===== src/rtl/uart_rx_unit.sv =====
// 8N1 UART receiver: synchronized rx line, mid-bit sampling with a per-frame latched
// prescaler, and sticky overrun/frame-error flags cleared by a level acknowledge.
module uart_rx_unit #(
  parameter int PRESC_W     = 16,
  parameter int SYNC_STAGES = 2
) (
  input  logic               clk_i,
  input  logic               rst_ni,
  input  logic [PRESC_W-1:0] prescaler_i,
  input  logic               rx_pin_i,
  input  logic               rx_ack_i,
  output logic [7:0]         data_o,
  output logic               data_valid_o,
  output logic               overrun_o,
  output logic               frame_error_o,
  output logic               rx_busy_o,
  output logic [1:0]         state_o
);

  typedef enum logic [1:0] {IDLE, START, DATA, STOP} state_e;

  state_e               state_q, state_d;
  logic [SYNC_STAGES-1:0] sync_q;
  logic                 rxs, rxs_prev_q;
  logic [PRESC_W-1:0]   p_q, p_d, cnt_q, cnt_d;
  logic [PRESC_W-1:0]   presc_clamped, half_m1, p_m1;
  logic [2:0]           bit_idx_q, bit_idx_d;
  logic [7:0]           shift_q, shift_d, data_q, data_d;
  logic                 valid_q, valid_d, ovr_q, ovr_d, ferr_q, ferr_d;
  logic                 capture, ferr_evt;

  assign rxs           = sync_q[SYNC_STAGES-1];
  assign presc_clamped = (prescaler_i < PRESC_W'(4)) ? PRESC_W'(4) : prescaler_i;
  assign half_m1       = (p_q >> 1) - PRESC_W'(1);
  assign p_m1          = p_q - PRESC_W'(1);

  always_ff @(posedge clk_i or negedge rst_ni) begin
    if (!rst_ni) begin
      sync_q     <= '1;
      rxs_prev_q <= 1'b1;
      state_q    <= IDLE;
      p_q        <= PRESC_W'(4);
      cnt_q      <= '0;
      bit_idx_q  <= '0;
      shift_q    <= '0;
      data_q     <= '0;
      valid_q    <= 1'b0;
      ovr_q      <= 1'b0;
      ferr_q     <= 1'b0;
    end else begin
      sync_q     <= {sync_q[SYNC_STAGES-2:0], rx_pin_i};
      rxs_prev_q <= rxs;
      state_q    <= state_d;
      p_q        <= p_d;
      cnt_q      <= cnt_d;
      bit_idx_q  <= bit_idx_d;
      shift_q    <= shift_d;
      data_q     <= data_d;
      valid_q    <= valid_d;
      ovr_q      <= ovr_d;
      ferr_q     <= ferr_d;
    end
  end

  always_comb begin
    state_d   = state_q;
    p_d       = p_q;
    cnt_d     = cnt_q + PRESC_W'(1);
    bit_idx_d = bit_idx_q;
    shift_d   = shift_q;
    capture   = 1'b0;
    ferr_evt  = 1'b0;
    case (state_q)
      IDLE: begin
        cnt_d = '0;
        // Only a fresh high-to-low edge starts a frame; a line stuck low stays ignored.
        if (rxs_prev_q && !rxs) begin
          p_d     = presc_clamped;
          state_d = START;
        end
      end
      START: begin
        if (cnt_q == half_m1) begin
          cnt_d = '0;
          if (!rxs) begin
            bit_idx_d = '0;
            state_d   = DATA;
          end else begin
            state_d = IDLE;
          end
        end
      end
      DATA: begin
        if (cnt_q == p_m1) begin
          cnt_d     = '0;
          shift_d   = {rxs, shift_q[7:1]};
          bit_idx_d = bit_idx_q + 3'd1;
          if (bit_idx_q == 3'd7) state_d = STOP;
        end
      end
      STOP: begin
        if (cnt_q == p_m1) begin
          cnt_d   = '0;
          state_d = IDLE;
          if (rxs) capture = 1'b1;
          else     ferr_evt = 1'b1;
        end
      end
      default: state_d = IDLE;
    endcase
  end

  // data_valid/rx_ack: a captured byte raises data_valid and it stays high until a cycle
  // with rx_ack high and no new capture; set events always win over the acknowledge.
  always_comb begin
    data_d  = capture ? shift_q : data_q;
    valid_d = valid_q;
    ovr_d   = ovr_q;
    ferr_d  = ferr_q;
    if (capture)        valid_d = 1'b1;
    else if (rx_ack_i)  valid_d = 1'b0;
    if (capture && !rx_ack_i) ovr_d = ovr_q | valid_q;
    else if (rx_ack_i)        ovr_d = 1'b0;
    if (ferr_evt)       ferr_d = 1'b1;
    else if (rx_ack_i)  ferr_d = 1'b0;
  end

  assign data_o        = data_q;
  assign data_valid_o  = valid_q;
  assign overrun_o     = ovr_q;
  assign frame_error_o = ferr_q;
  assign rx_busy_o     = (state_q != IDLE);
  assign state_o       = state_q;

endmodule

===== config.mk =====
export PLATFORM = sky130hd
export DESIGN_NAME = uart_rx_unit
export DESIGN_NICKNAME = d
export VERILOG_FILES = /design/src/rtl/uart_rx_unit.sv
export SDC_FILE = /design/constraint.sdc
export NUM_CORES = 1
export LEC_CHECK = 0
export CAP_MARGIN = 20
export CORE_UTILIZATION = 50
export DETAILED_ROUTE_END_ITERATION = 10
export GPL_ROUTABILITY_DRIVEN = 0
export PLACE_DENSITY = 0.74
export SYNTH_ARGS = -nofsm -noshare
export SYNTH_HDL_FRONTEND = slang
export SYNTH_SLANG_ARGS = --single-unit

===== constraint.sdc =====
create_clock -name clk_i -period 2.55 [get_ports clk_i]
set_input_delay 0.51 -clock clk_i [delete_from_list [all_inputs] [get_ports clk_i]]
set_output_delay 0.51 -clock clk_i [all_outputs]
set_load 0.05 [all_outputs]

==> metrics.yaml <==
clocking:
  cts_tree: "done"
  cts-htree-levels: 3
  cts_buffer_depth: 2
  clock_sinks: 59
  cts-root-buf: "clkbuf_8"
  clkSlewWorstSetupHoldPaths_ns: 0.07
  clock_latency_ns: 0.35
  cts_buffers: 9
layout:
  seqCellArea_sq_mm: 0.00148
  syn_to_final_growth_pct: 36.7
  layout.nets: 492
  n_antenna_cell: 0
  multiInputGateArea_sq_mm: 0.00237
  instances_no_fill: 567
  drive_gt1_share_pct: 32.3
  fillers: 512
worst_setup_path:
  critPathArrivalTime_ns: 2.89
  critPathRequiredTime_ns: 2.78
  startpoint_type: "register"
  cp_max_fo: 10
  worstSetupEndpointType: "register"
  crit_type: "reg2reg"
timing:
  hold_viol_final: 0
  fin_crit_sh_pct: 104
  fmax_mhz: 376
  relSlewSlack_pct: 63.8
  drv_slew: 0
  fin_setup_tns_ns: -1.43
  rsz0062_at_grt: "true"
  min_period_ns: 2.66
  setup_viol: 20
  finClkSkew_ns: 0.00852
  fin_ws_ns: -0.112
  worst_slew_pin_slew_ns: 0.535
placement:
  place_inst: 543
  port_buffers: 33
  hpwl_um: 6580
power:
  power_density_mw_per_mm2: 992
  p_seq_share_pct: 26.2
  p_sw_mw: 2.13
  p_int_mw: 2.89
  p_sw_share_pct: 42.4
  comb_power_share_pct: 56.8
  power.leakage_nw: 2.16
  clock_power_share_pct: 16.9
  vdd_ir_drop_max_uv: 446
logic_synthesis:
  async_flop_share_pct: 100
  synth_area_leaders: "dfrtp_1 (37%), xnor2_1 (7.3%), nand2_1 (4.9%), xor2_1 (4.3%), mux2_4 (3.2%)"
  synth-simple-area-share_pct: 22.0
  synth.largest_area_cell: "dfrtp_1"
  syn_nets: 417
  synthCells: 392
  synthMuxAreaShare_pct: 5.68
  yosysTopAreaCellShare_pct: 37.2
  synth_most_common_cell: "dfrtp_1"
  synthTopCellsByCount: "dfrtp_1 (55), nand2_1 (48), xnor2_1 (31)"
  synth_edf_count: 0
  synth_seq_area_share_pct: 40.0
  ys_ff_latch: 59
  netlist_area_sq_mm: 0.00370
  synth_top_family_by_area: "simple AND/OR/NAND/NOR gates"
  synth_ff_type: "dfrtp_1"
  synth.distinct_cells: 61
  synthXorXnorAreaFrac_pct: 12.0
  synth_compound_area_share_pct: 13.1
  synth_area_per_cell_sq_um: 9.44
  yosys_warnings: 0
  synthAdderAreaFrac_pct: 1.69
routing:
  route.detailed.drc: 0
  via_count: 3331
  drt_iter0_drc: 323
  via_per_inst: 5.87
  wl_um: 10300
  ant_nets: 0
  wl_per_cell_um: 18.2
  drt_first_pass_iters: 5
flow_run:
  maxCapViolations: 0
global_routing:
  grt_pass1_wl_um: 15700
  antenna_found_initial: 0
  grt.total_usage_pct: 26.5
  grt_max_degree: 30
  grt_pass1_vias: 3258
  grt-ovfl-total: 0
hold_path:
  hold_path_class: "in2async"
floorplanning:
  dieArea_sq_mm: 0.00775
  die_height_um: 88.0
  fp-row-count: 30
  ioPinCount: 34
  core_sq_mm: 0.00698
  start_util_pct: 53.0
  dieWidth_um: 88.0
outcome:
  violations: "negative setup slack"
  outcome: "complete, but fails checks"
area by class of cell:
type	instances	area share [%]
sequential	59	29.3
tap	96	2.37
multi-input combinational	293	46.8
inverter	15	1.11
timing repair buffer	89	16.6
clock buffer	10	2.72
clock inverter	5	1.06
power by group through the flow:
stage                     Clock (mW)  Sequential, mW  Combinational (mW)
after CTS                      0.870            1.31                2.40
after detailed placement           0            1.31                2.33
after global placement             0            1.31                2.26
after global routing           0.902            1.34                3.05
after floorplan                    0            1.29                1.56
final                          0.850            1.32                2.85
placed cells by master, fill, tap and decap left out, types with 5 or more instances in the layout:
cell type and n:
dfrtp_1 55, nand2_1 47, buf_4 44, xnor2_1 31, clkdlybuf4s50_1 31, xor2_1 18, nor2_1 15, a21oi_2 15
nand3_1 15, mux2_4 15, inv_1 13, o21ai_0 13, clkbuf_8 10, buf_6 7, nor2b_1 6, and3_1 6
nand2b_1 5, or4_4 5, nor3_1 5
state kept, by name (all words and copies together) (netlist names), named ones only:
| register | cells |
|---|---|
| cnt_q | 16 |
| data_valid_o | 1 |
| shift_q | 8 |
| frame_error_o | 1 |
| state_o | 1 |
| overrun_o | 1 |
| p_q | 16 |
| bit_idx_q | 3 |
| sync_q | 2 |
| data_o | 8 |
| rxs_prev_q | 1 |
layer usage:
metal	share of wire, %	global-route usage, %	up-vias	wire length (um)
li1	-	-	1545	-
met1	46	37.0	1648	4690
met2	47	41.2	119	4880
met3	5.2	3.86	19	534
met4	1.8	11.6	0	186
met5	0	0	-	0
worst paths after layout:
| path | from | endpoint | cells past startpoint | slack (ns) |
|---|---|---|---|---|
| worst max-delay path | p_q[3]$_DFFE_PN0P_ | shift_q[6]$_DFFE_PN0P_ | 7 | -0.11 |
| worst min-delay path | rst_ni | p_q[5]$_DFFE_PN0P_ | 1 | 0.09 |
| worst max register to register | p_q[3]$_DFFE_PN0P_ | shift_q[6]$_DFFE_PN0P_ | 7 | -0.11 |
| worst min register to register | sync_q[0]$_DFF_PN1_ | sync_q[1]$_DFF_PN1_ | 0 | 0.36 |
| max in group asynchronous | rst_ni | sync_q[0]$_DFF_PN1_ | 2 | 1.87 |
| min in group clk_i | sync_q[0]$_DFF_PN1_ | sync_q[1]$_DFF_PN1_ | 0 | 0.36 |
stage by stage:
step / hold WS [ns] / setup WS, ns / total power, mW / util [%] / area [sq um]
final: 0.0899 / -0.112 / 5.02 / 72.5 / 5060
after global routing: 0.117 / -0.188 / 5.29 / 72.5 / 5060
after CTS: 0.0995 / -0.0654 / 4.58 / 68.6 / 4790
after detailed placement: 0.350 / -0.179 / 3.64 / 64.6 / 4510
after global placement: 0.346 / -0.128 / 3.57 / 64.6 / 4510
after floorplan: 0.214 / -0.151 / 2.85 / - / 3820
kinds of logic (layout without fill, tap and decap cells):
| logic type | after synthesis | after routing |
|---|---|---|
| xor+xnor | 50 | 50 |
| compound gates | 73 | 74 |
| mux | 16 | 16 |
| simple gates | 147 | 148 |
| flops | 59 | 59 |
| buf+inv | 42 | 119 |
| fa+ha+maj | 5 | 5 |
critical path, stage by stage, from the launching register on:
cell	delay, ns
dfrtp_1	0.38
or4_4	0.59
or4_4	0.52
o21ai_4	0.18
nand4_2	0.12
or2_1	0.29
buf_12	0.16
mux2_4	0.30
repair_timing:
action / CTS / global route
pin swaps: 7 / 25
hold buffers: 0 / 0
setup buffers: 3 / 3
cloned: 1 / 2
endpoints found under the setup margin: 38 / 40
resized for setup: 12 / 40
Note: power is estimated with default switching activity, not from simulation.
